$ cat src/rtl/film_scan_pkg.sv
// Shared types and error codes for the film-transport step sequencer.
package film_scan_pkg;

  typedef enum logic [2:0] {
    IDLE,
    WAKE,
    RUN,
    HOME,
    HOLD,
    FAULT
  } fas_state_t;

  localparam logic [1:0] ERR_OK    = 2'b00;
  localparam logic [1:0] ERR_FLT   = 2'b01;
  localparam logic [1:0] ERR_HOME  = 2'b10;
  localparam logic [1:0] ERR_ABORT = 2'b11;

endpackage

$ cat src/rtl/step_ramp_gen.sv
// STEP pulse generator with trapezoidal half-period ramp.
// Each full step is hp cycles high followed by hp cycles low. The half-period
// shrinks after every step until DIV_MIN, and grows back once the number of
// steps still to go is no larger than the number of ramp-up steps taken.
module step_ramp_gen #(
  parameter int STEP_W   = 16,
  parameter int DIV_W    = 24,
  parameter int DIV_MAX  = 500_000,
  parameter int DIV_MIN  = 50_000,
  parameter int RAMP_DEC = 5_000
) (
  input  logic              clk,
  input  logic              nrst,
  input  logic              start,
  input  logic              halt,
  input  logic              stop_req,
  input  logic              ramp_en,
  input  logic [STEP_W-1:0] remaining,
  output logic              step,
  output logic              step_rise,
  output logic              step_fall_done
);

  localparam logic [DIV_W:0]   MIN_X  = (DIV_W+1)'(DIV_MIN);
  localparam logic [DIV_W:0]   MAX_X  = (DIV_W+1)'(DIV_MAX);
  localparam logic [DIV_W:0]   DEC_X  = (DIV_W+1)'(RAMP_DEC);
  localparam logic [DIV_W-1:0] HP_MIN = DIV_W'(DIV_MIN);
  localparam logic [DIV_W-1:0] HP_MAX = DIV_W'(DIV_MAX);
  localparam logic [DIV_W-1:0] HP_ONE = DIV_W'(1);

  logic              active;
  logic [DIV_W-1:0]  hp;
  logic [DIV_W-1:0]  cnt;
  logic [DIV_W-1:0]  hp_next;
  logic [STEP_W-1:0] acc;
  logic              acc_inc;

  // Saturating decrement: never goes below DIV_MIN, computed one bit wider.
  function automatic logic [DIV_W-1:0] hp_dec(input logic [DIV_W-1:0] h);
    logic [DIV_W:0] hx;
    hx = {1'b0, h};
    if (hx <= MIN_X + DEC_X) return HP_MIN;
    else                     return DIV_W'(hx - DEC_X);
  endfunction

  // Saturating increment: never exceeds DIV_MAX, computed one bit wider.
  function automatic logic [DIV_W-1:0] hp_inc(input logic [DIV_W-1:0] h);
    logic [DIV_W:0] hx;
    hx = {1'b0, h};
    if (hx + DEC_X >= MAX_X) return HP_MAX;
    else                     return DIV_W'(hx + DEC_X);
  endfunction

  assign step_fall_done = active & ~step & (cnt == '0);
  assign step_rise      = ~halt & ((~active & start) | (step_fall_done & ~stop_req));

  // Half-period for the next step: decelerate once the remaining steps fit the ramp.
  always_comb begin
    hp_next = hp;
    acc_inc = 1'b0;
    if (ramp_en) begin
      if (remaining <= acc) begin
        hp_next = hp_inc(hp);
      end else begin
        hp_next = hp_dec(hp);
        acc_inc = (hp > HP_MIN);
      end
    end
  end

  // Phase counter and STEP pin; halt drops STEP on the very next edge.
  always_ff @(posedge clk or negedge nrst) begin
    if (!nrst) begin
      active <= 1'b0;
      step   <= 1'b0;
      hp     <= HP_MAX;
      cnt    <= '0;
      acc    <= '0;
    end else if (halt) begin
      active <= 1'b0;
      step   <= 1'b0;
      cnt    <= '0;
    end else if (!active) begin
      if (start) begin
        active <= 1'b1;
        step   <= 1'b1;
        hp     <= HP_MAX;
        cnt    <= HP_MAX - HP_ONE;
        acc    <= '0;
      end
    end else if (cnt != '0) begin
      cnt <= cnt - HP_ONE;
    end else if (step) begin
      step <= 1'b0;
      cnt  <= hp - HP_ONE;
    end else if (stop_req) begin
      active <= 1'b0;
    end else begin
      step <= 1'b1;
      hp   <= hp_next;
      cnt  <= hp_next - HP_ONE;
      if (acc_inc) acc <= acc + STEP_W'(1);
    end
  end

endmodule

$ cat src/rtl/film_advance_seq.sv
// Command sequencer for the film-transport stepper driver: accepts move/home
// commands, wakes the driver, runs a ramped STEP train, homes, holds, sleeps.
import film_scan_pkg::*;

module film_advance_seq #(
  parameter int   STEP_W   = 16,
  parameter int   DIV_W    = 24,
  parameter int   DIV_MAX  = 500_000,
  parameter int   DIV_MIN  = 50_000,
  parameter int   RAMP_DEC = 5_000,
  parameter int   WAKE_CYC = 100_000,
  parameter int   HOLD_CYC = 10_000,
  parameter int   HOME_MAX = 40_000,
  parameter logic HOME_DIR = 1'b0
) (
  input  logic              clk_100MHz,
  input  logic              nrst,
  input  logic              cmd_valid,
  output logic              cmd_ready,
  input  logic              cmd_home,
  input  logic              cmd_dir,
  input  logic [STEP_W-1:0] cmd_steps,
  input  logic              abort,
  output logic              busy,
  output logic              done,
  output logic              err,
  output logic [1:0]        err_code,
  output logic              mtr_step,
  output logic              mtr_dir,
  output logic              mtr_nen,
  output logic              mtr_nrst,
  output logic              mtr_slp,
  input  logic              mtr_nhome,
  input  logic              mtr_nflt
);

  localparam logic [31:0] WAKE_LD = 32'(WAKE_CYC - 1);
  localparam logic [31:0] HOLD_LD = 32'(HOLD_CYC - 1);

  fas_state_t        state;
  logic              nhome_p0, nhome_p1, nflt_p0, nflt_p1;
  logic [STEP_W-1:0] remaining;
  logic [31:0]       tmr;
  logic              home_mode, abort_lat, home_lat;
  logic              moving, flt_now, start, abort_now, home_now, stop_req;
  logic              step_rise, step_fall_done;

  // Two-flop synchronisers for the asynchronous sensor and fault inputs.
  always_ff @(posedge clk_100MHz or negedge nrst) begin
    if (!nrst) begin
      nhome_p0 <= 1'b1;
      nhome_p1 <= 1'b1;
      nflt_p0  <= 1'b1;
      nflt_p1  <= 1'b1;
    end else begin
      nhome_p0 <= mtr_nhome;
      nhome_p1 <= nhome_p0;
      nflt_p0  <= mtr_nflt;
      nflt_p1  <= nflt_p0;
    end
  end

  assign moving    = (state == RUN) || (state == HOME);
  assign flt_now   = ~nflt_p1 & (moving || (state == WAKE) || (state == HOLD));
  assign start     = (state == WAKE) && (tmr == '0) && !flt_now && !(home_mode && !nhome_p1);
  assign abort_now = moving & (abort | abort_lat);
  assign home_now  = moving & home_mode & (~nhome_p1 | home_lat);
  assign stop_req  = (remaining == '0) | abort_now | home_now;

  step_ramp_gen #(
    .STEP_W  (STEP_W),
    .DIV_W   (DIV_W),
    .DIV_MAX (DIV_MAX),
    .DIV_MIN (DIV_MIN),
    .RAMP_DEC(RAMP_DEC)
  ) u_ramp (
    .clk           (clk_100MHz),
    .nrst          (nrst),
    .start         (start),
    .halt          (flt_now),
    .stop_req      (stop_req),
    .ramp_en       (~home_mode),
    .remaining     (remaining),
    .step          (mtr_step),
    .step_rise     (step_rise),
    .step_fall_done(step_fall_done)
  );

  // Command FSM with registered handshake, status and driver-control pins.
  always_ff @(posedge clk_100MHz or negedge nrst) begin
    if (!nrst) begin
      state     <= IDLE;
      cmd_ready <= 1'b0;
      busy      <= 1'b0;
      done      <= 1'b0;
      err       <= 1'b0;
      err_code  <= ERR_OK;
      mtr_dir   <= 1'b0;
      mtr_nen   <= 1'b1;
      mtr_nrst  <= 1'b0;
      mtr_slp   <= 1'b0;
      remaining <= '0;
      tmr       <= '0;
      home_mode <= 1'b0;
      abort_lat <= 1'b0;
      home_lat  <= 1'b0;
    end else begin
      done <= 1'b0;
      if (step_rise) remaining <= remaining - STEP_W'(1);
      if (abort_now) abort_lat <= 1'b1;
      if (home_now)  home_lat  <= 1'b1;
      if (flt_now) begin
        state     <= FAULT;
        cmd_ready <= 1'b1;
        busy      <= 1'b0;
        done      <= 1'b1;
        err       <= 1'b1;
        err_code  <= ERR_FLT;
        mtr_nen   <= 1'b1;
        mtr_nrst  <= 1'b0;
        mtr_slp   <= 1'b0;
      end else begin
        case (state)
          IDLE, FAULT: begin
            cmd_ready <= 1'b1;
            if (cmd_valid && cmd_ready) begin
              err       <= 1'b0;
              err_code  <= ERR_OK;
              abort_lat <= 1'b0;
              home_lat  <= 1'b0;
              home_mode <= cmd_home;
              remaining <= cmd_home ? STEP_W'(HOME_MAX) : cmd_steps;
              if (!cmd_home && cmd_steps == '0) begin
                state <= IDLE;
                done  <= 1'b1;
              end else begin
                state     <= WAKE;
                cmd_ready <= 1'b0;
                busy      <= 1'b1;
                tmr       <= WAKE_LD;
                mtr_nen   <= 1'b0;
                mtr_nrst  <= 1'b1;
                mtr_slp   <= 1'b1;
                mtr_dir   <= cmd_home ? HOME_DIR : cmd_dir;
              end
            end
          end
          WAKE: begin
            if (tmr != '0) begin
              tmr <= tmr - 32'd1;
            end else if (home_mode && !nhome_p1) begin
              state <= HOLD;
              tmr   <= HOLD_LD;
            end else begin
              state <= home_mode ? HOME : RUN;
            end
          end
          RUN, HOME: begin
            if (step_fall_done && stop_req) begin
              state <= HOLD;
              tmr   <= HOLD_LD;
              if (abort_now)                 err_code <= ERR_ABORT;
              else if (home_mode && !home_now) err_code <= ERR_HOME;
              else                           err_code <= ERR_OK;
            end
          end
          HOLD: begin
            if (tmr != '0) begin
              tmr <= tmr - 32'd1;
            end else begin
              state     <= IDLE;
              done      <= 1'b1;
              busy      <= 1'b0;
              cmd_ready <= 1'b1;
              err       <= (err_code != ERR_OK);
              mtr_nen   <= 1'b1;
              mtr_nrst  <= 1'b0;
              mtr_slp   <= 1'b0;
            end
          end
          default: state <= IDLE;
        endcase
      end
    end
  end

endmodule

$ cat config.mk
export PLATFORM = sky130hd
export DESIGN_NAME = film_advance_seq
export DESIGN_NICKNAME = d
export VERILOG_FILES = /design/src/rtl/film_scan_pkg.sv /design/src/rtl/step_ramp_gen.sv /design/src/rtl/film_advance_seq.sv
export SDC_FILE = /design/constraint.sdc
export NUM_CORES = 1
export LEC_CHECK = 0
export BUFFER_PORTS_ARGS = -buffer_cell sky130_fd_sc_hd__buf_2
export CELL_PAD_IN_SITES_DETAIL_PLACEMENT = 1
export CELL_PAD_IN_SITES_GLOBAL_PLACEMENT = 1
export CORE_UTILIZATION = 44
export CTS_BUF_LIST = sky130_fd_sc_hd__clkbuf_8
export CTS_CLUSTER_SIZE = 20
export DETAILED_ROUTE_END_ITERATION = 10
export GPL_TIMING_DRIVEN = 0
export PLACE_DENSITY_LB_ADDON = 0.1
export SLEW_MARGIN = 10
export SYNTH_ARGS = -nofsm -noshare
export SYNTH_HDL_FRONTEND = slang
export SYNTH_SLANG_ARGS = --single-unit
$ cat constraint.sdc
create_clock -name clk_100MHz -period 4.42 [get_ports clk_100MHz]
set_input_delay 0.221 -clock clk_100MHz [delete_from_list [all_inputs] [get_ports clk_100MHz]]
set_output_delay 0.221 -clock clk_100MHz [all_outputs]
set_load 0.03 [all_outputs]
==> results of run 1 <==
registers in the layout, indices dropped and copies added (netlist names), 2 cells and up:
name        cells
remaining      16
u_ramp.cnt     24
u_ramp.hp      24
err_code        2
u_ramp.acc     16
state           3
tmr            32
routing by layer:
| metal | GRT usage | wire, um |
|---|---|---|
| met5 | 0 | 0 |
| met4 | 0.103 | 773 |
| met3 | 0.0555 | 2010 |
| met2 | 0.520 | 17100 |
| met1 | 0.426 | 15900 |
metrics by stage:
stage	hold slack, ns	TNS [ns]	util	power, mW
after global routing	0.0176	-1.07	0.552	4.86
after floorplan	-0.0746	0	-	2.73
after detailed placement	0.260	-15.76	0.480	3.30
after global placement	0.326	-14.20	0.479	3.25
final	0.0254	-0.0208	0.552	4.59
after CTS	0.00286	-0.172	0.522	4.47
worst max-delay path: stages, from the launching register on:
cell and delay, ns:
sky130_fd_sc_hd__dfstp_2 0.69, sky130_fd_sc_hd__and4_2 0.33, sky130_fd_sc_hd__and3_1 0.22, sky130_fd_sc_hd__o21ai_0 0.17, sky130_fd_sc_hd__xnor2_1 0.18, sky130_fd_sc_hd__buf_4 0.16, sky130_fd_sc_hd__nand4bb_4 0.15, sky130_fd_sc_hd__a211oi_4 0.06
sky130_fd_sc_hd__buf_6 0.15, sky130_fd_sc_hd__nor3_4 0.23, sky130_fd_sc_hd__nor2_4 0.07, sky130_fd_sc_hd__a21oi_2 0.19, sky130_fd_sc_hd__ha_2 0.19, sky130_fd_sc_hd__nor3b_4 0.21, sky130_fd_sc_hd__nand3_2 0.11, sky130_fd_sc_hd__o21ai_4 0.23
sky130_fd_sc_hd__nand2_2 0.11, sky130_fd_sc_hd__nor3b_4 0.21, sky130_fd_sc_hd__buf_6 0.15, sky130_fd_sc_hd__and4bb_2 0.23, sky130_fd_sc_hd__xor2_1 0.15, sky130_fd_sc_hd__a21oi_1 0.08
cell families after synthesis:
kind of cell / share of synthesized area
and+or+nand+nor: 0.268
muxes: 0.00530
xor gates and xnor gates: 0.0606
adders and majority gates: 0.0284
buffers and inverters: 0.0480
AOI/OAI and AO/OA: 0.247
DFF: 0.343
final cells by class:
type                       instances  area share
multi-input combinational        955       0.544
sequential                       132       0.283
timing repair buffer             109      0.0701
tap                              275      0.0293
buffer                            63      0.0253
clock buffer                      18      0.0211
inverter                          44      0.0147
clock inverter                    14      0.0130
report_power, final:
part,total (mW),switching (mW),leakage [nW],internal [mW]
logic,1.93,1.29,2.99,0.644
registers,1.56,0.184,1.65,1.38
clock network,1.09,0.568,0.209,0.524
total,4.59,2.04,4.85,2.55
layout by cell type (no fill, tap or decap), types with 7 or more instances in the layout:
cell / Yosys / layout
sky130_fd_sc_hd__nor2_1: 125 / 122
sky130_fd_sc_hd__dfrtp_1: 120 / 119
sky130_fd_sc_hd__nand2_1: 119 / 114
sky130_fd_sc_hd__o21ai_0: 97 / 90
sky130_fd_sc_hd__a21oi_1: 98 / 87
sky130_fd_sc_hd__buf_4: 2 / 61
sky130_fd_sc_hd__inv_1: 42 / 43
sky130_fd_sc_hd__xnor2_1: 44 / 42
sky130_fd_sc_hd__buf_2: 14 / 41
sky130_fd_sc_hd__nor3_1: 48 / 41
sky130_fd_sc_hd__clkbuf_1: 48 / 35
sky130_fd_sc_hd__nand4_1: 27 / 27
sky130_fd_sc_hd__nand3_1: 28 / 26
sky130_fd_sc_hd__nor4_1: 28 / 22
sky130_fd_sc_hd__xor2_1: 23 / 22
sky130_fd_sc_hd__ha_1: 22 / 18
sky130_fd_sc_hd__clkbuf_8: 0 / 18
sky130_fd_sc_hd__a31oi_1: 17 / 17
sky130_fd_sc_hd__nand3b_1: 16 / 16
sky130_fd_sc_hd__or3_1: 15 / 15
sky130_fd_sc_hd__o211ai_1: 14 / 14
sky130_fd_sc_hd__buf_6: 2 / 12
sky130_fd_sc_hd__nand2b_1: 12 / 12
sky130_fd_sc_hd__nor2b_1: 13 / 12
sky130_fd_sc_hd__dfstp_2: 12 / 12
sky130_fd_sc_hd__and2_1: 12 / 11
sky130_fd_sc_hd__or2_2: 10 / 10
sky130_fd_sc_hd__o21ai_1: 4 / 10
sky130_fd_sc_hd__and3_1: 11 / 10
sky130_fd_sc_hd__o22ai_1: 10 / 10
sky130_fd_sc_hd__a21oi_2: 1 / 9
sky130_fd_sc_hd__o21a_1: 9 / 9
sky130_fd_sc_hd__clkbuf_2: 0 / 8
sky130_fd_sc_hd__a21o_1: 8 / 8
sky130_fd_sc_hd__o31ai_1: 9 / 7
sky130_fd_sc_hd__dlygate4sd3_1: 0 / 7
what timing repair did:
action	in CTS	in global routing
buffers inserted	25	44
hold endpoints to repair	58	0
resized for setup	52	92
pin swaps	26	60
hold buffers	7	0
endpoints found under the setup margin	41	36
worst paths after layout:
| path | slack, ns | to | start | cells after the start |
|---|---|---|---|---|
| max | -0.02 | u_ramp.cnt[18] | u_ramp.hp[18] | 21 |
| max reg2reg | -0.02 | u_ramp.cnt[18] | u_ramp.hp[18] | 21 |
| min in group asynchronous | 0.31 | u_ramp.acc[11] | nrst | 2 |
| min | 0.03 | remaining[15] | cmd_steps[15] | 3 |
| min reg2reg | 0.36 | nflt_p1 | nflt_p0 | 0 |
| max in group asynchronous | 3.29 | tmr[3] | nrst | 3 |
==> tab_implementation.tex, run 1 <==
\begin{tabular}{lr}
\hline
Metric & Value \\
\hline
\multicolumn{2}{l}{\textbf{Run status}} \\
\quad Status & finished with violations \\
\quad Violated checks & negative setup slack \\
\multicolumn{2}{l}{\textbf{Yosys}} \\
\quad Count of synthesis-stage warnings from yosys & 0 \\
\quad Total nets after synthesis & approximately 1200 \\
\quad Leading post-synthesis cells by cell area & sky130\_fd\_sc\_hd\_\_dfrtp\_1, sky130\_fd\_sc\_hd\_\_a21oi\_1, sky130\_fd\_sc\_hd\_\_o21ai\_0, sky130\_fd\_sc\_hd\_\_nor2\_1, sky130\_fd\_sc\_hd\_\_nand2\_1 \\
\quad Summed instance area of the synthesized netlist & 9680 sq um \\
\quad Count of flip-flops with a built-in enable after synthesis & 0 \\
\quad Sequential share of the synthesized area & 0.343 \\
\quad Count of mapped cells out of synthesis & 1200 \\
\quad Yosys top cell area share & 0.310 \\
\quad Post-synth top cells & sky130\_fd\_sc\_hd\_\_nor2\_1, sky130\_fd\_sc\_hd\_\_dfrtp\_1, sky130\_fd\_sc\_hd\_\_nand2\_1 \\
\quad Fraction of synthesis flops using an asynchronous set or reset pin & 1.00 \\
\quad Synthesized area per cell & a little over 8 sq um \\
\quad Most frequently used cell type in the post-synthesis netlist & sky130\_fd\_sc\_hd\_\_nor2\_1 \\
\quad Netlist cell types & 100 \\
\quad Synth area leader & sky130\_fd\_sc\_hd\_\_dfrtp\_1 \\
\quad Ys flop type & sky130\_fd\_sc\_hd\_\_dfrtp\_1 \\
\quad Number of synthesized register bits & around 130 \\
\multicolumn{2}{l}{\textbf{Job}} \\
\quad Max-cap violation count & 0 \\
\multicolumn{2}{l}{\textbf{CTS}} \\
\quad Clock Root Buffer & sky130\_fd\_sc\_hd\_\_clkbuf\_8 \\
\quad Number of sinks handled by clock tree synthesis & approximately 130 \\
\quad Total number of H-tree levels & 4 \\
\quad TritonCTS clock tree & done \\
\quad Buffer levels on the longest clock path & 2 \\
\quad Insertion delay to the later sink of the worst-skew pair & approximately 0.47 ns \\
\quad Worst-path clk slew & 0.09 ns \\
\quad Clock buffer count from CTS & 17 \\
\multicolumn{2}{l}{\textbf{Final layout}} \\
\quad Area of all sequential standard cells & 3320 sq um \\
\quad Filler cells & roughly 2500 \\
\quad Post-route standard cell area excluding fillers & approximately 12000 sq um \\
\quad Count of inserted antenna diode cells & 0 \\
\quad Area growth from synthesis to layout & 21.4\% \\
\quad Fraction of layout instances using a drive strength above 1 & 0.208 \\
\quad Fin nets & about 1400 \\
\quad Count of placed standard cells in the final layout, fillers left out & $\sim$1600 \\
\quad Footprint of the multi-input gates & 6390 sq um \\
\multicolumn{2}{l}{\textbf{Critical path}} \\
\quad Critical path arrival & 4.77 ns \\
\quad Maximum net fanout on the critical path & 10 \\
\quad Critical path data required time & $\sim$4.8 ns \\
\quad Critical path class & reg -> reg \\
\quad Critical Path Source Type & register \\
\quad Type of element capturing the critical path & register \\
\multicolumn{2}{l}{\textbf{Floorplan}} \\
\quad Cell Rows & between 50 and 60 \\
\quad Floorplan core area & 21300 sq um \\
\quad Die Span X & 150 um \\
\quad Die H & between 150 and 200 um \\
\quad Starting density of the core & 0.455 \\
\quad \# IOs & 35 \\
\quad Total Die Area & around 23000 sq um \\
\multicolumn{2}{l}{\textbf{STA}} \\
\quad Final worst setup slack & -0.0173 ns \\
\quad Max Clock Skew & roughly 0.022 ns \\
\quad Max Clk Rate & 225 MHz \\
\quad Share of the cycle needed by the critical path after routing & 1.00 \\
\quad Number of max-slew violations in the final report & 0 \\
\quad Hold Vio Cnt, Final & 0 \\
\quad Rel. slew slack & 0.278 \\
\quad Transition time at the pin with the least slew margin & approximately 1.1 ns \\
\quad RSZ-0062 raised after global routing & true \\
\quad Shortest clock period the worst path allows after layout & between 4 and 5 ns \\
\quad Setup violations, final & 2 \\
\multicolumn{2}{l}{\textbf{Global route}} \\
\quad Global routing usage summed across all routing layers & 0.319 \\
\quad Global-route wire length before repair & roughly 56000 um \\
\quad Sum of overflow across all layers after global routing & 0 \\
\quad Pin count of the biggest net entering global routing & 74 \\
\quad Initial antenna violation count & 0 \\
\quad Vias in the first global route & 10100 \\
\multicolumn{2}{l}{\textbf{Routing}} \\
\quad Drt pass-1 iters & 5 \\
\quad Count of vias placed by the detailed router & between 10000 and 15000 \\
\quad Routed vias/inst & 6.31 \\
\quad Number of design rule violations left after detail routing & 0 \\
\quad Residual antenna-violating net count after detailed routing & 0 \\
\quad Drt initial violations & 855 \\
\quad Routed WL per cell & 22.2 um \\
\quad Total Wirelength & 35800 um \\
\multicolumn{2}{l}{\textbf{Placement}} \\
\quad Post-place setup slack & -1.23 ns \\
\quad Dpl cells & between 1500 and 2000 \\
\quad Final GP Congestion & between 0.9 and 1 \\
\quad Dpl hpwl & approximately 25000 um \\
\quad Port-buffer cells & 34 \\
\quad Cell area reported after detailed placement & between 10000 and 15000 sq um \\
\multicolumn{2}{l}{\textbf{Power and ir drop}} \\
\quad IR drop worst, VDD & about 0.27 mV \\
\quad Power density over the cells & roughly 400 nW/um\^{}2 \\
\quad Static leakage & around 4.9 nW \\
\multicolumn{2}{l}{\textbf{Worst hold path}} \\
\quad Hold Path Class & in -> reg \\
\hline
\end{tabular}
No activity file was read; power rests on OpenSTA's default activity.
==> run 2, diff against run 1 <==
Settings changed: REMOVE_ABC_BUFFERS from default to 1, SLEW_MARGIN 10 to default.
==> run 2 against run 1 <==
Against the previous run: the run still ends with negative setup slack left; total power decreased by 2.4%; clock skew shrank 0.0065 ns; final area is 2.6% lower; utilization fell by 1.4 points; global-route usage fell by 1.2 points; sequential share of layout area grew 0.97 points; first-iteration DRC count fell by 16%; non-clock buffer count decreased by 70; register-to-register slack got worse by 0.08 ns; setup slack worse by 0.075 ns; highest routed layer unchanged.
==> tab_implementation.tex, run 2 (same netlist as run 1, synthesis figures left out) <==
\begin{tabular}{lr}
\hline
Metric & Value \\
\hline
\multicolumn{2}{l}{\textbf{Critical path}} \\
\quad Critical path data required time & 4.77 ns \\
\quad Buffers plus inverters on the worst setup path & 2 \\
\quad Critical Path Source Type & register \\
\quad Type of element capturing the critical path & register \\
\quad Path length in cells of the critical path & 14 \\
\quad Worst setup path startpoint & u\_ramp.hp[9] \\
\quad Critical path arrival & slightly below 5 ns \\
\quad Most frequent cell on the critical path & sky130\_fd\_sc\_hd\_\_nor4\_4 \\
\quad Largest stage delay on the critical path & around 0.59 ns \\
\quad Critical path class & reg -> reg \\
\quad Critical path, cell by cell & nor3\_4 > a21boi\_4 > o21ai\_1 > nor2\_1 > nor4\_4 > a211oi\_4 > buf\_6 > buf\_8 > o311a\_1 > o31a\_1 > or4b\_4 > nor4\_4 > mux2i\_1 > a211o\_1 \\
\quad Number of cells on the worst reg-to-reg path & 14 \\
\quad Worst reg2reg startpoint & u\_ramp.hp[9] \\
\quad Max stage delay cell, worst path & sky130\_fd\_sc\_hd\_\_dfrtp\_4 \\
\quad Cell family contributing the most delay on the critical path & simple AND/OR/NAND/NOR gates \\
\quad Maximum net fanout on the critical path & 14 \\
\multicolumn{2}{l}{\textbf{Routing}} \\
\quad Highest Signal Layer & met4 \\
\quad Total Wirelength & between 30000 and 40000 um \\
\quad Met3 routed wirelength & approximately 2100 um \\
\quad Number of design rule violations left after detail routing & 0 \\
\quad Residual antenna-violating net count after detailed routing & 0 \\
\quad Drt initial violations & 718 \\
\quad Routed met1 length & 15400 um \\
\quad Drt pass-1 iters & 5 \\
\quad Count of vias placed by the detailed router & approximately 10000 \\
\quad Routed WL per cell & around 22 um \\
\quad Routed vias/inst & around 6.4 \\
\quad Sum of met2 wire segment lengths after detailed routing & between 15000 and 20000 um \\
\multicolumn{2}{l}{\textbf{Floorplan}} \\
\quad \# IOs & 35 \\
\quad Die H & $\sim$150 um \\
\quad Cell Rows & 53 \\
\quad Starting density of the core & 0.455 \\
\quad Total Die Area & 22600 sq um \\
\quad Die Span X & approximately 150 um \\
\quad Floorplan core area & between 20000 and 25000 sq um \\
\multicolumn{2}{l}{\textbf{Final layout}} \\
\quad Filler cells & 2515 \\
\quad Area of all sequential standard cells & 3340 sq um \\
\quad Count of inserted antenna diode cells & 0 \\
\quad Footprint of the multi-input gates & 6420 sq um \\
\quad Fin nets & around 1300 \\
\quad Area growth from synthesis to layout & 18.2\% \\
\quad Largest registers & tmr (32), u\_ramp.cnt (24), u\_ramp.hp (24) \\
\quad Flip-flop count of the largest register, all copies and words added & 32 \\
\quad Most flops, register & tmr \\
\quad Final core utilization & 0.537 \\
\quad Most frequent cells in the layout & sky130\_fd\_sc\_hd\_\_nor2\_1, sky130\_fd\_sc\_hd\_\_nand2\_1, sky130\_fd\_sc\_hd\_\_dfrtp\_1, sky130\_fd\_sc\_hd\_\_o21ai\_0, sky130\_fd\_sc\_hd\_\_a21oi\_1 \\
\quad Fraction of layout instances using a drive strength above 1 & 0.211 \\
\quad Most common cell after layout, fill and taps aside & sky130\_fd\_sc\_hd\_\_nor2\_1 \\
\quad Post-route standard cell area excluding fillers & between 10000 and 15000 sq um \\
\quad Count of placed standard cells in the final layout, fillers left out & between 1500 and 2000 \\
\multicolumn{2}{l}{\textbf{STA}} \\
\quad Rel. slew slack & 0.121 \\
\quad Share of the cycle needed by the critical path after routing & 1.02 \\
\quad Max Clk Rate & between 200 and 250 MHz \\
\quad Max Clock Skew & about 0.016 ns \\
\quad Hold Vio Cnt, Final & 0 \\
\quad Setup violations, final & 3 \\
\quad Transition time at the pin with the least slew margin & 1.31 ns \\
\quad Number of max-slew violations in the final report & 0 \\
\quad RSZ-0062 raised after global routing & true \\
\quad Post-Route Setup TNS & -0.184 ns \\
\quad Final worst setup slack & -0.0927 ns \\
\quad Worst hold slack across all endpoints & between 0.015 and 0.02 ns \\
\quad Shortest clock period the worst path allows after layout & around 4.5 ns \\
\multicolumn{2}{l}{\textbf{Power and ir drop}} \\
\quad Static leakage & between 4 and 5 nW \\
\quad Overall power of the completed layout & between 4 and 5 mW \\
\quad IR drop worst, VDD & 0.301 mV \\
\quad Power density over the cells & between 300 and 400 nW/um\^{}2 \\
\multicolumn{2}{l}{\textbf{CTS}} \\
\quad Number of sinks handled by clock tree synthesis & 132 \\
\quad Worst-path clk slew & $\sim$0.09 ns \\
\quad Insertion delay to the later sink of the worst-skew pair & between 0.4 and 0.5 ns \\
\quad Buffer levels on the longest clock path & 2 \\
\quad Clock buffer count from CTS & 17 \\
\quad Clock Root Buffer & sky130\_fd\_sc\_hd\_\_clkbuf\_8 \\
\quad Total number of H-tree levels & 4 \\
\quad TritonCTS clock tree & done \\
\multicolumn{2}{l}{\textbf{Run status}} \\
\quad Status & finished with violations \\
\quad Violated checks & negative setup slack \\
\multicolumn{2}{l}{\textbf{Placement}} \\
\quad Cell area reported after detailed placement & about 10000 sq um \\
\quad Dpl hpwl & approximately 23000 um \\
\quad Dpl cells & roughly 1400 \\
\quad Post-place setup slack & -1.91 ns \\
\quad Port-buffer cells & 34 \\
\quad Final GP Congestion & about 0.9 \\
\multicolumn{2}{l}{\textbf{Worst hold path}} \\
\quad Hold Path Class & in -> reg \\
\quad Worst hold stages & 3 \\
\quad Start point of the worst hold path & cmd\_steps[14] \\
\multicolumn{2}{l}{\textbf{Global route}} \\
\quad Initial antenna violation count & 0 \\
\quad Vias in the first global route & around 10000 \\
\quad Sum of overflow across all layers after global routing & 0 \\
\quad Pin count of the biggest net entering global routing & just over 80 \\
\quad Global-route wire length before repair & between 50000 and 60000 um \\
\quad Global routing usage summed across all routing layers & 0.307 \\
\multicolumn{2}{l}{\textbf{Job}} \\
\quad Max-cap violation count & 0 \\
\hline
\end{tabular}
## run 2: cell count changes in the layout (fill, tap and decap cells not counted), sizes merged
cell	delta
clkbuf	-47
buf	-20
dlygate4sd3	-4
inv	+4
bufinv	-1
clkinv	-1
clkinvlp	-1
## run 2: timing repair
item	in CTS	in global routing
pin swaps	21	38
hold endpoints to repair	50	0
endpoints found under the setup margin	62	39
gates cloned	0	0
gates resized for setup	60	74
hold buffers	3	0
buffers inserted	38	32
## run 2: layer usage
metal | global-route usage | up-vias
met1 | 0.416 | 4982
met3 | 0.0552 | 68
met2 | 0.490 | 297
met4 | 0.105 | 0
li1 | - | 4515
met5 | 0 | -
## run 2: final timing paths
kind / slack [ns] / endpoint
worst min-delay path: 0.02 / remaining[14]
min in group asynchronous: 0.28 / u_ramp.hp[7]
worst max-delay path: -0.09 / u_ramp.cnt[23]
worst min register to register: 0.36 / nhome_p1
worst max register to register: -0.09 / u_ramp.cnt[23]
max in group asynchronous: 3.31 / nhome_p0
## run 2: final cells by class
type	count	share of cell area
Clock buffer	17	0.0205
Clock inverter	15	0.0141
Inverter	44	0.0149
Multi-Input combinational cell	955	0.561
Sequential cell	132	0.292
Tap cell	275	0.0301
Timing Repair Buffer	102	0.0669
## run 2: power by group
| group | leakage, nW | internal, mW | switching (mW) |
|---|---|---|---|
| Combinational | 2.88 | 0.609 | 1.14 |
| Clock | 0.203 | 0.473 | 0.601 |
| Sequential | 1.63 | 1.38 | 0.272 |
| Total | 4.72 | 2.46 | 2.02 |
## run 2: tightest hold or removal path: cells and delay by family
family                 cells  cell delay [ns]
buffers and inverters      1             0.09
and+or+nand+nor            1             0.07
AOI/OAI and AO/OA          1             0.07
==> run 3, diff against run 2 <==
==> constraint.sdc (replaced) <==
create_clock -name clk_100MHz -period 4.42 [get_ports clk_100MHz]
set_input_delay 0.663 -clock clk_100MHz [delete_from_list [all_inputs] [get_ports clk_100MHz]]
set_output_delay 0.663 -clock clk_100MHz [all_outputs]
set_load 0.03 [all_outputs]
==> run 3 against run 2 <==
Against the previous run: the run still ends with negative setup slack left; non-clock buffer count is 3 lower; first-iteration DRC count is 4.7% lower; sequential power hardly changed; critical path depth stayed put; final area is 0.26% lower; wire length is 0.17% lower; fmax is 0.34% higher; clock-buffer cell count stayed put; utilization is 0.14 points lower.
==> tab_implementation.tex, run 3 (same netlist as run 1, synthesis figures left out) <==
\begin{tabular}{lr}
\hline
Metric & Value \\
\hline
\multicolumn{2}{l}{\textbf{Final layout}} \\
\quad Most common cell after layout, fill and taps aside & sky130\_fd\_sc\_hd\_\_nor2\_1 \\
\quad Fraction of layout instances using a drive strength above 1 & 0.212 \\
\quad Most frequent cells in the layout & sky130\_fd\_sc\_hd\_\_nor2\_1, sky130\_fd\_sc\_hd\_\_nand2\_1, sky130\_fd\_sc\_hd\_\_dfrtp\_1, sky130\_fd\_sc\_hd\_\_o21ai\_0, sky130\_fd\_sc\_hd\_\_a21oi\_1 \\
\quad Most flops, register & tmr \\
\quad Largest registers & tmr (32), u\_ramp.cnt (24), u\_ramp.hp (24) \\
\quad Fin nets & approximately 1300 \\
\quad Count of placed standard cells in the final layout, fillers left out & around 1500 \\
\quad Area growth from synthesis to layout & 17.9\% \\
\quad Count of inserted antenna diode cells & 0 \\
\quad Flip-flop count of the largest register, all copies and words added & 32 \\
\quad Post-route standard cell area excluding fillers & roughly 11000 sq um \\
\multicolumn{2}{l}{\textbf{Worst hold path}} \\
\quad Hold Path Class & in -> async \\
\multicolumn{2}{l}{\textbf{Job}} \\
\quad Max-cap violation count & 0 \\
\multicolumn{2}{l}{\textbf{Routing}} \\
\quad Routed WL per cell & $\sim$22 um \\
\quad Drt pass-1 iters & 5 \\
\quad Count of vias placed by the detailed router & roughly 10000 \\
\quad Total Wirelength & approximately 34000 um \\
\quad Residual antenna-violating net count after detailed routing & 0 \\
\quad Routed vias/inst & roughly 6.4 \\
\quad Drt initial violations & 684 \\
\quad Number of design rule violations left after detail routing & 0 \\
\multicolumn{2}{l}{\textbf{Critical path}} \\
\quad Max stage delay cell, worst path & sky130\_fd\_sc\_hd\_\_dfrtp\_4 \\
\quad Most frequent cell on the critical path & sky130\_fd\_sc\_hd\_\_nor4\_4 \\
\quad Critical path data required time & between 4 and 5 ns \\
\quad Critical path, cell by cell & nor3\_4 > a21boi\_4 > o21ai\_1 > nor2\_1 > nor4\_4 > a211oi\_4 > buf\_6 > buf\_8 > o311a\_1 > o31a\_1 > or4b\_4 > nor4\_4 > mux2i\_1 > a211o\_1 \\
\quad Critical path class & reg -> reg \\
\quad Critical Path Source Type & register \\
\quad Flop2flop setup slack & -0.08 ns \\
\quad Critical path arrival & 4.84 ns \\
\quad Maximum net fanout on the critical path & 14 \\
\quad Type of element capturing the critical path & register \\
\quad Largest stage delay on the critical path & roughly 0.59 ns \\
\multicolumn{2}{l}{\textbf{CTS}} \\
\quad Worst-path clk slew & 0.09 ns \\
\quad Insertion delay to the later sink of the worst-skew pair & 0.46 ns \\
\quad Clock Root Buffer & sky130\_fd\_sc\_hd\_\_clkbuf\_8 \\
\quad TritonCTS clock tree & done \\
\quad Number of sinks handled by clock tree synthesis & 132 \\
\quad Total number of H-tree levels & 4 \\
\quad Hold-fix buffers, CTS & 0 \\
\quad Buffer levels on the longest clock path & 2 \\
\quad Clock buffer count from CTS & 17 \\
\multicolumn{2}{l}{\textbf{STA}} \\
\quad Shortest clock period the worst path allows after layout & $\sim$4.5 ns \\
\quad Post-Route Setup TNS & -0.140 ns \\
\quad Worst hold slack across all endpoints & 0.155 ns \\
\quad Final worst setup slack & -0.0774 ns \\
\quad Max Clk Rate & 222 MHz \\
\quad Hold Vio Cnt, Final & 0 \\
\quad Max Clock Skew & 0.0156 ns \\
\quad Transition time at the pin with the least slew margin & 1.30 ns \\
\quad Number of max-slew violations in the final report & 0 \\
\quad Share of the cycle needed by the critical path after routing & 1.02 \\
\quad Rel. slew slack & 0.133 \\
\quad RSZ-0062 raised after global routing & true \\
\quad Setup violations, final & 3 \\
\multicolumn{2}{l}{\textbf{Global route}} \\
\quad Vias in the first global route & $\sim$9800 \\
\quad Global routing usage summed across all routing layers & 0.307 \\
\quad Initial antenna violation count & 0 \\
\quad Sum of overflow across all layers after global routing & 0 \\
\quad Global-route wire length before repair & 53500 um \\
\quad Pin count of the biggest net entering global routing & 83 \\
\multicolumn{2}{l}{\textbf{Placement}} \\
\quad Final GP Congestion & roughly 0.9 \\
\quad Dpl cells & approximately 1400 \\
\quad Cell area reported after detailed placement & 9960 sq um \\
\quad Port-buffer cells & 34 \\
\quad Dpl hpwl & $\sim$23000 um \\
\multicolumn{2}{l}{\textbf{Floorplan}} \\
\quad Starting density of the core & 0.455 \\
\quad Die Span X & 150 um \\
\quad Total Die Area & about 23000 sq um \\
\quad \# IOs & 35 \\
\quad Cell Rows & between 50 and 60 \\
\quad Floorplan core area & approximately 21000 sq um \\
\quad Die H & approximately 150 um \\
\multicolumn{2}{l}{\textbf{Run status}} \\
\quad Violated checks & negative setup slack \\
\quad Status & finished with violations \\
\multicolumn{2}{l}{\textbf{Power and ir drop}} \\
\quad IR drop worst, VDD & roughly 0.3 mV \\
\quad Power density over the cells & approximately 390 nW/um\^{}2 \\
\quad Static leakage & roughly 4.7 nW \\
\hline
\end{tabular}
## run 3: cell count changes in the layout (fill, tap and decap cells not counted)
cell	change
sky130_fd_sc_hd__dlygate4sd3_1	-3
## run 3: final timing paths
kind,startpoint,to,depth (start not counted)
max,u_ramp.hp[9],u_ramp.cnt[23],14
min,nrst,u_ramp.hp[7],1
max reg2reg,u_ramp.hp[9],u_ramp.cnt[23],14
min reg2reg,nhome_p0,nhome_p1,0
max in group asynchronous,nrst,nhome_p0,2
min in group clk_100MHz,mtr_nflt,nflt_p0,1
## run 3: through the flow
stage,util,setup WS [ns],power (mW)
final,0.536,-0.0774,4.47
after global routing,0.536,-0.271,4.77
after CTS,0.510,-0.145,4.39
after detailed placement,0.468,-1.91,3.22
after global placement,0.465,-1.81,3.15
after floorplan,-,-0.314,2.66
## run 3: power by group
group,switching (mW),internal [mW]
registers,0.272,1.38
clock network,0.597,0.473
logic,1.15,0.607
total,2.02,2.46
## run 3: repair_timing
item                                    in CTS  in global routing
endpoints found under the setup margin      62                 39
setup buffers                               38                 32
pin swaps                                   21                 38
gates resized for setup                     60                 74
## run 3: layout make-up
type                    instances  area (sq um)
inverters                      44           170
flip-flops and latches        132          3340
fillers                      2517          9880
clock buffers                  17           234
well taps                     275           344
repair buffers                 99           736
clock inverters                15           161
multi-input cells             955          6420
## run 3: worst max-delay path: cells and delay by family, from the launching register on
family          cells  cell delay, ns
compound gates      6            1.60
buf+inv             2            0.29
mux                 1            0.14
flops               1            0.59
simple gates        5            1.77
## run 3: per-layer routing
metal / vias up / global-route usage / routed length (um)
met1: 5026 / 0.416 / 15600
met2: 286 / 0.490 / 16300
met3: 55 / 0.0552 / 1920
met4: 0 / 0.105 / 702
met5: - / 0 / 0
li1: 4503 / - / -
